**src/rtl/led_code_sched.sv**
```systemverilog
// led_code_sched
// ---------------------------------------------------------------------------
// Shares one front-panel LED between four status requesters. Every active
// requester gets a blink code, and requester i shows i+1 blinks followed by
// a dark gap. When no requester is active, the LED shows a 1 Hz heartbeat.
// All sequencing advances on a slot tick derived from the system clock.
//
// Parameters
//   P_CLK_FREQ_HZ : system clock frequency in Hz
//   P_TICK_HZ     : slot tick rate in Hz (even, >= 2)
//   P_GAP_SLOTS   : dark slots after each code (>= 1)
//
// Ports
//   clk       : system clock (only clock used)
//   rst       : synchronous reset, active-high
//   req[3:0]  : level status requests, bit 0 has the highest priority
//   led       : LED drive, 1 = lit
//   grant[3:0]: one-hot index of the code being shown, 0 when idle/heartbeat
//   code_done : one-cycle pulse when a code sequence finishes
//
// All outputs are registered, so there is no combinational path from req.
// ---------------------------------------------------------------------------
module led_code_sched #(
  parameter int P_CLK_FREQ_HZ = 100000000,
  parameter int P_TICK_HZ     = 8,
  parameter int P_GAP_SLOTS   = 4
) (
  input  logic       clk,
  input  logic       rst,
  input  logic [3:0] req,
  output logic       led,
  output logic [3:0] grant,
  output logic       code_done
);

  // Terminal counts and counter widths. Each width is the ceiling log2 of
  // the count range, clamped to one bit so degenerate settings still build.
  localparam int N_TICK  = P_CLK_FREQ_HZ / P_TICK_HZ;
  localparam int HB_HALF = P_TICK_HZ / 2;
  localparam int TICK_W  = (N_TICK > 1) ? $clog2(N_TICK) : 1;
  localparam int HB_W    = (HB_HALF > 1) ? $clog2(HB_HALF) : 1;
  localparam int GAP_W   = (P_GAP_SLOTS > 1) ? $clog2(P_GAP_SLOTS) : 1;

  localparam logic [TICK_W-1:0] TICK_LAST = TICK_W'(N_TICK - 1);
  localparam logic [TICK_W-1:0] TICK_ONE  = TICK_W'(1);
  localparam logic [HB_W-1:0]   HB_LAST   = HB_W'(HB_HALF - 1);
  localparam logic [HB_W-1:0]   HB_ONE    = HB_W'(1);
  localparam logic [GAP_W-1:0]  GAP_LAST  = GAP_W'(P_GAP_SLOTS - 1);
  localparam logic [GAP_W-1:0]  GAP_ONE   = GAP_W'(1);

  typedef enum logic [1:0] {
    S_IDLE,
    S_BLINK_ON,
    S_BLINK_OFF,
    S_GAP
  } state_t;

  state_t             state_q;
  logic [TICK_W-1:0]  tick_cnt_q;
  logic [TICK_W-1:0]  tick_cnt_d;
  logic               tick;
  logic [HB_W-1:0]    hb_cnt_q;
  logic [GAP_W-1:0]   gap_cnt_q;
  logic [1:0]         blinks_left_q;
  logic               led_q;
  logic [3:0]         grant_q;
  logic               code_done_q;

  logic [1:0]         win_idx;
  logic [3:0]         win_onehot;

  // Slot prescaler: tick is high for exactly one clock every N_TICK clocks,
  // in the cycle where the counter sits at its terminal value.
  always_comb begin
    tick       = (tick_cnt_q == TICK_LAST);
    tick_cnt_d = tick ? '0 : (tick_cnt_q + TICK_ONE);
  end

  always_ff @(posedge clk) begin
    if (rst) begin
      tick_cnt_q <= '0;
    end else begin
      tick_cnt_q <= tick_cnt_d;
    end
  end

  // Strict priority arbiter: the lowest set request bit wins. Only sampled
  // by the FSM in IDLE on a tick, so a running code is never preempted.
  always_comb begin
    win_idx    = 2'd0;
    win_onehot = 4'b0000;
    if (req[0]) begin
      win_idx    = 2'd0;
      win_onehot = 4'b0001;
    end else if (req[1]) begin
      win_idx    = 2'd1;
      win_onehot = 4'b0010;
    end else if (req[2]) begin
      win_idx    = 2'd2;
      win_onehot = 4'b0100;
    end else if (req[3]) begin
      win_idx    = 2'd3;
      win_onehot = 4'b1000;
    end
  end

  // Code sequencer. blinks_left holds the number of further blinks after
  // the one currently showing, so winner index w yields w+1 blinks.
  // code_done defaults low every cycle and is only raised on the final gap
  // tick, which makes it a single-cycle pulse aligned with grant clearing.
  always_ff @(posedge clk) begin
    if (rst) begin
      state_q       <= S_IDLE;
      hb_cnt_q      <= '0;
      gap_cnt_q     <= '0;
      blinks_left_q <= 2'd0;
      led_q         <= 1'b0;
      grant_q       <= 4'b0000;
      code_done_q   <= 1'b0;
    end else begin
      code_done_q <= 1'b0;
      if (tick) begin
        case (state_q)
          S_IDLE: begin
            if (req != 4'b0000) begin
              grant_q       <= win_onehot;
              blinks_left_q <= win_idx;
              led_q         <= 1'b1;
              state_q       <= S_BLINK_ON;
            end else if (hb_cnt_q == HB_LAST) begin
              led_q    <= ~led_q;
              hb_cnt_q <= '0;
            end else begin
              hb_cnt_q <= hb_cnt_q + HB_ONE;
            end
          end
          S_BLINK_ON: begin
            led_q   <= 1'b0;
            state_q <= S_BLINK_OFF;
          end
          S_BLINK_OFF: begin
            if (blinks_left_q == 2'd0) begin
              gap_cnt_q <= '0;
              state_q   <= S_GAP;
            end else begin
              blinks_left_q <= blinks_left_q - 2'd1;
              led_q         <= 1'b1;
              state_q       <= S_BLINK_ON;
            end
          end
          S_GAP: begin
            led_q <= 1'b0;
            if (gap_cnt_q == GAP_LAST) begin
              code_done_q <= 1'b1;
              grant_q     <= 4'b0000;
              hb_cnt_q    <= '0;
              state_q     <= S_IDLE;
            end else begin
              gap_cnt_q <= gap_cnt_q + GAP_ONE;
            end
          end
          default: begin
            state_q <= S_IDLE;
          end
        endcase
      end
    end
  end

  assign led       = led_q;
  assign grant     = grant_q;
  assign code_done = code_done_q;

endmodule

```
**config.mk**
```make
export PLATFORM = sky130hd
export DESIGN_NAME = led_code_sched
export DESIGN_NICKNAME = d
export VERILOG_FILES = /design/src/rtl/led_code_sched.sv
export SDC_FILE = /design/constraint.sdc
export NUM_CORES = 1
export LEC_CHECK = 0
export ABC_AREA = 1
export CAP_MARGIN = 15
export CORE_ASPECT_RATIO = 0.5
export CORE_MARGIN = 1.5
export CORE_UTILIZATION = 50
export DETAILED_ROUTE_END_ITERATION = 8
export PLACE_DENSITY = 0.69
export SLEW_MARGIN = 30
export SYNTH_ARGS = -nofsm -noshare
export SYNTH_HDL_FRONTEND = slang
export SYNTH_SLANG_ARGS = --single-unit
```
**constraint.sdc**
```tcl
create_clock -name clk -period 1.6 [get_ports clk]
set_input_delay 0.32 -clock clk [delete_from_list [all_inputs] [get_ports clk]]
set_output_delay 0.32 -clock clk [all_outputs]
set_load 0.1 [all_outputs]
```
==> key figures, run 1 <==
Outcome
  • Status: finished, violations left
  • Failing checks: negative setup slack

Finish
  • Filler-free cell count of the finished design: 440
  • Reg area: 770.7 um^2
  • Synth-to-layout area growth: 26.79%
  • Antenna diode count: 0
  • Number of fill cells: 390
  • Final layout net count: 392
  • Share of layout cells above drive strength 1: 0.2559
  • Layout Cell Area excl Fill: 0.002949 mm^2
  • Multi-input logic area: 0.001436 mm^2
  • Final core occ: 0.6666

CTS
  • Reg clk slew, reported paths: 0.08 ns
  • Num CTS Buffers: 5
  • Bufs on Longest Clock Path: 2
  • Hold-fix buffers at CTS: 0
  • Worst-skew pair later-pin latency: 0.30 ns
  • H-tree depth: 2
  • CTS tree: done
  • Clock sink count: 38
  • Root Driver: clkbuf_8

STA
  • PnR worst setup slack: -0.02282 ns
  • Final min period: between 1.5 and 2 ns
  • Slew margin rel.: 0.8052
  • Final setup viols: 17
  • Final hold violations: 0
  • Slew Limit Fails: 0
  • RSZ-0062 raised after global routing: yes
  • Tcrit/Tclk final: 1.014
  • Slew at the pin with the worst max-slew slack: 0.2911 ns
  • FMAX: 616.2 MHz
  • Layout Skew: 0.007766 ns

Place
  • PortBufs: 11
  • Pre-CTS setup slack: -0.1857 ns
  • HPWL after DPL: 4.138 mm
  • Placed inst area: roughly 0.0027 mm^2
  • Final Wtd Congestion: 0.9054
  • Dpl cells: 428

Worst setup path
  • Critical path class: reg -> reg
  • Worst path most repeated cell: nand2_8
  • Crit path cell chain: ha_4 -> nand2_4 -> nor2_4 -> nand2_2 -> nor3_4 -> buf_6 -> nand2_8 -> nand2_8 -> clkbuf_16 -> nor2_2
  • Worst Path Arrival: 1.81 ns
  • Worst path bufs/invs: 2
  • Crit. End Element: flip-flop
  • Critical Path RT: 1.79 ns
  • Worst Setup Start Kind: flip-flop
  • Worst path max stage delay: 0.36 ns
  • Crit-path max FO: 5
  • Max stage delay cell, worst path: dfxtp_2
  • Critical path's top delay family: simple AND/OR/NAND/NOR gates

Route
  • Routed WL: around 5.6 mm
  • Iteration-0 DRC Markers: about 140
  • DRC viols: 0
  • Detail Route Antenna Nets: 0
  • DR WL/cell: roughly 13 um
  • DR pass1 iterations: 4
  • Vias: 2298
  • Vias per cell: ~5.2

Logic synthesis
  • Syn Std Cell Area: around 0.0023 mm^2
  • Mapped Nets: 356
  • Post-synthesis register bit count: 38
  • Synth area leader: dfxtp_1
  • Avg Cell Area, Syn: 6.722 um^2
  • Register area share after synthesis: 0.3271
  • Cells after synthesis: 346
  • Yosys top cell area share: 0.3271
  • Yosys warns: 0
  • Area contributors post-synth: dfxtp_1 33%, nand2_1 14%, nor2_1 9.4%
  • Library cells used by synthesis: 37

Power and ir drop
  • Power, Total: 1.774 mW
  • Lkg Pwr: about 1.2 nW
  • Power density over cell area: 601.7 mW/mm^2
  • VDD IR-drop max: 0.0003386 V

Hold path
  • Hold WC Path Type: reg -> reg

GRT
  • Pin count of the biggest net entering global routing: 13
  • Initial antenna violation count: 0
  • First-pass GRT wire length: 9.135 mm
  • Vias in the first global route: between 2000 and 2500
  • GR Overflow Total: 0
  • Tot GR Track Use: 0.2326

Die
  • Core area: 0.004424 mm^2
  • Die area: around 0.005 mm^2
  • Die width: between 90 and 100 um
  • IO Count: 12
  • Die H: between 50 and 60 um
  • Rows: 17
  • Initial Utilization: 0.5257

Job
  • Max Cap Viol: 0
per-layer routing:
metal  track usage  vias to the layer above  part of all wire
li1              -                     1171                 -
met1        0.2993                     1036              0.47
met2        0.3836                       76              0.44
met3       0.05335                       15             0.065
met4       0.09390                        0             0.019
met5             0                        -                 0
layout make-up:
| type | instances | share of cell area |
|---|---|---|
| multi-input combinational | 258 | 0.4871 |
| sequential | 38 | 0.2613 |
| timing repair buffer | 35 | 0.1404 |
| inverter | 44 | 0.05600 |
| clock buffer | 7 | 0.02927 |
| tap | 57 | 0.02418 |
| clock inverter | 1 | 0.001697 |
cells in the final DEF, fill, tap and decap left out, types with 2 or more instances in the layout:
cell type        instances
nor3_2                   3
nand2_2                  4
nand4_1                 13
nand3_2                  2
clkdlybuf4s50_1          5
nor2_1                  55
nand2_8                  2
a21oi_2                  9
nor3_4                   2
inv_2                    4
inv_1                   39
or2_2                    3
buf_4                   19
xnor2_1                  4
nand2_1                 82
dfxtp_2                  8
clkbuf_16                2
a21oi_1                  6
dfxtp_1                 30
clkbuf_8                 6
nor3_1                   9
buf_12                   8
nand3b_1                 2
xor2_1                   3
nor2_2                  12
nand3_1                 20
nor2_4                   8
o21ai_0                  4
ha_1                     3
logic make-up (layout without fill, tap and decap cells):
group                      after synthesis  after routing  synth area share
buffers and inverters                   50             87           0.09736
xor gates and xnor gates                 7              7           0.02636
AOI/OAI and AO/OA                       22             22           0.06348
and+or+nand+nor                        225            225            0.4642
DFF                                     38             38            0.3271
adders and majority gates                4              4           0.02152
timing repair:
item / in CTS / in global routing
pin swaps: 0 / 10
setup buffers: 0 / 2
cloned: 0 / 2
resized for setup: 2 / 26
endpoints found under the setup margin: 2 / 37
cell usage after synthesis:
| cell | number |
|---|---|
| nand2_1 | 84 |
| nor2_1 | 58 |
| inv_1 | 39 |
| dfxtp_1 | 38 |
| nand3_1 | 21 |
| nand4_1 | 13 |
| nor2_2 | 13 |
| nor3_1 | 10 |
| a21oi_2 | 9 |
| a21oi_1 | 6 |
| ha_1 | 4 |
| inv_2 | 4 |
| nor2_4 | 4 |
| o21ai_0 | 4 |
| xnor2_1 | 4 |
| nand2_2 | 3 |
| nor3_2 | 3 |
| or2_2 | 3 |
| xor2_1 | 3 |
| buf_12 | 2 |
| buf_2 | 2 |
| nand2_4 | 2 |
| nand3b_1 | 2 |
| nor3b_1 | 2 |
| a31oi_1 | 1 |
| and2_1 | 1 |
| and3_1 | 1 |
| buf_4 | 1 |
| clkbuf_1 | 1 |
| clkinv_1 | 1 |
| nand3_2 | 1 |
| nand4_2 | 1 |
| nor3_4 | 1 |
| nor4_1 | 1 |
| o211ai_1 | 1 |
| o21ai_1 | 1 |
| or2_1 | 1 |
tightest hold or removal path, cell delays in order (launching register included):
cell	delay, ns
dfxtp_1	0.32
nand2_1	0.06
a21oi_1	0.05
metrics by stage:
stage / hold slack (ns) / TNS [ns]
finish: 0.4718 / -0.1808
global route: 0.4998 / -2.014
CTS: 0.4755 / 0
detailed placement: 0.4653 / -1.552
global placement: 0.4501 / -0.7901
floorplan: 0.3891 / 0
power by group:
group	total [mW]	internal [mW]	switching (mW)	leakage, nW
clock	0.696	0.348	0.348	0.0482
sequential	0.960	0.952	0.00757	0.310
combinational	0.118	0.0617	0.0566	0.793
total	1.77	1.36	0.412	1.15
state kept, by name, indices dropped and copies added (netlist names):
signal and cells:
gap_cnt_q 2, hb_cnt_q 2, grant 4, tick_cnt_q 24, code_done 1, led 1
blinks_left_q 2, state_q 2
final timing paths:
check / slack [ns] / cells past startpoint / endpoint / from
setup / recovery: -0.02 / 10 / tick_cnt_q[11] / tick_cnt_q[1]
hold / removal: 0.47 / 2 / hb_cnt_q[1] / hb_cnt_q[1]
setup reg to reg: -0.02 / 10 / tick_cnt_q[11] / tick_cnt_q[1]
hold reg to reg: 0.47 / 2 / hb_cnt_q[1] / hb_cnt_q[1]
Power figures use the tool's default switching activity.
==> run 2: changes to the inputs <==
Clock period 1.6 ns to 1.36 ns, I/O delays scaled along.
==> key figures, run 2 (synthesis gave the netlist of run 1 again) <==
Worst setup path
  • Critical path class: reg -> reg
  • Max stage delay cell, worst path: dfxtp_2
  • Reg-to-Reg Start: tick_cnt_q[1]
  • Worst Path Arrival: 1.74 ns
  • Worst path most repeated cell: nand2_4
  • Crit-path max FO: 6
  • Crit. End Element: flip-flop
  • Worst path max stage delay: about 0.36 ns
  • Crit path cell chain: ha_4 -> nand2_4 -> nor2_4 -> nand2_2 -> nor3_4 -> nand2_4 -> nand2_8 -> clkbuf_16 -> a21oi_2
  • Worst Setup Start Kind: flip-flop
  • Critical Path RT: 1.56 ns
  • Reg2Reg Setup Slack: -0.18 ns
  • Worst R2R Path Depth: 9
  • Reg-to-Reg End: tick_cnt_q[18]

Route
  • DRC viols: 0
  • Iteration-0 DRC Markers: ~190
  • Vias: 2459
  • DR WL/cell: 13.65 um
  • Detail Route Antenna Nets: 0
  • DR pass1 iterations: 4
  • Vias per cell: about 5.2
  • Routed WL: ~6.4 mm

STA
  • Final setup viols: 38
  • RSZ-0062 raised after global routing: yes
  • FMAX: 648.6 MHz
  • Slew Limit Fails: 0
  • Final hold violations: 0
  • Slew at the pin with the worst max-slew slack: 0.3109 ns
  • Layout Skew: between 0.01 and 0.015 ns
  • Tcrit/Tclk final: 1.134
  • Final min period: 1.542 ns
  • Worst hold slack: about 0.47 ns
  • Setup TNS: -5.139 ns
  • PnR worst setup slack: -0.1817 ns
  • Slew margin rel.: 0.7912

Die
  • Die width: 99.46 um
  • Core area: between 0.004 and 0.005 mm^2
  • Initial Utilization: 0.5257
  • IO Count: 12
  • Die H: 51.23 um
  • Die area: 0.005095 mm^2
  • Rows: 17

Place
  • HPWL after DPL: roughly 4.6 mm
  • Placed inst area: between 0.002 and 0.003 mm^2
  • Dpl cells: 459
  • PortBufs: 11
  • Final Wtd Congestion: around 0.9
  • Pre-CTS setup slack: -0.3808 ns

CTS
  • Num CTS Buffers: 5
  • Bufs on Longest Clock Path: 2
  • CTS tree: done
  • Reg clk slew, reported paths: 0.08 ns
  • Hold-fix buffers at CTS: 0
  • Worst-skew pair later-pin latency: ~0.30 ns
  • H-tree depth: 2
  • Root Driver: clkbuf_8
  • Clock sink count: 38

GRT
  • Initial antenna violation count: 0
  • Met3 Track Usage GR: 0.05746
  • GR Overflow Total: 0
  • Tot GR Track Use: 0.2711
  • Met1 usage in global routing: 0.3387
  • Pin count of the biggest net entering global routing: 13
  • Met2 Use GR: 0.4817
  • Vias in the first global route: 2429
  • Layer with the highest usage: met2
  • First-pass GRT wire length: about 11 mm

Job
  • Max Cap Viol: 0

Power and ir drop
  • Power, Total: 2.110 mW
  • VDD IR-drop max: ~0.00045 V
  • Power density over cell area: 644.8 mW/mm^2
  • Lkg Pwr: 1.317 nW

Hold path
  • Min-delay src: tick_cnt_q[23]
  • WHS Path Cells: 2
  • Min-Delay Endpoint: tick_cnt_q[23]
  • Hold WC Path Type: reg -> reg

Finish
  • Layout Cell Area excl Fill: 0.003272 mm^2
  • Multi-input logic area: 0.001511 mm^2
  • Filler-free cell count of the finished design: roughly 470
  • Number of fill cells: 334
  • Final layout net count: 423
  • Reg with most FFs: tick_cnt_q
  • Antenna diode count: 0
  • Most frequent cells in the layout: 78 x nand2_1, 50 x nor2_1, 49 x buf_4, 39 x inv_1, 28 x dfxtp_1
  • Synth-to-layout area growth: 40.67%
  • Share of layout cells above drive strength 1: 0.3599
  • Final core occ: 0.7395
  • Commonest non-fill, non-tap cell in the layout: nand2_1
  • Largest register FFs: 24
  • Reg area: slightly below 800 um^2

Outcome
  • Failing checks: negative setup slack
  • Status: finished, violations left
==> run 2: what timing repair did <==
item,in CTS,in global routing
pin swaps,5,6
gates resized for setup,19,24
setup buffers,1,1
setup endpoints to repair,38,38
gates cloned,0,2
==> run 2: critical path, delay by kind of cell, from the launching register on <==
| family | cells | cell delay, ns |
|---|---|---|
| buf+inv | 1 | 0.16 |
| fa+ha+maj | 1 | 0.16 |
| simple gates | 6 | 0.72 |
| flops | 1 | 0.36 |
| compound gates | 1 | 0.03 |
==> run 2: power breakdown <==
part           leakage [nW]  switching (mW)  internal [mW]
Clock                0.0482           0.420          0.409
Sequential            0.311         0.00894           1.12
Combinational         0.957          0.0756         0.0757
Total                  1.32           0.504           1.61
==> run 2: how the worst max path moves through the flow <==
stage | slack (ns) | start | end | depth (start not counted)
floorplan | -0.17 | tick_cnt_q[0] | tick_cnt_q[17] | 9
global placement | -0.29 | req[0] | grant[3] | 7
detailed placement | -0.38 | req[0] | led | 8
CTS | -0.14 | tick_cnt_q[1] | tick_cnt_q[2] | 9
global route | -0.26 | tick_cnt_q[1] | gap_cnt_q[0] | 10
finish | -0.18 | tick_cnt_q[1] | tick_cnt_q[18] | 9
==> run 2: layout make-up <==
type,instances,share of cell area
repair buffers,66,0.2015
inverters,44,0.05048
flip-flops and latches,38,0.2363
multi-input cells,258,0.4620
clock buffers,7,0.02639
clock inverters,1,0.001530
well taps,57,0.02180
==> run 2: routing by layer <==
| metal | vias up | routed length [um] |
|---|---|---|
| li1 | 1232 | - |
| met2 | 79 | 3155 |
| met3 | 12 | 394 |
| met1 | 1136 | 2816 |
| met5 | - | 0 |
| met4 | 0 | 64 |
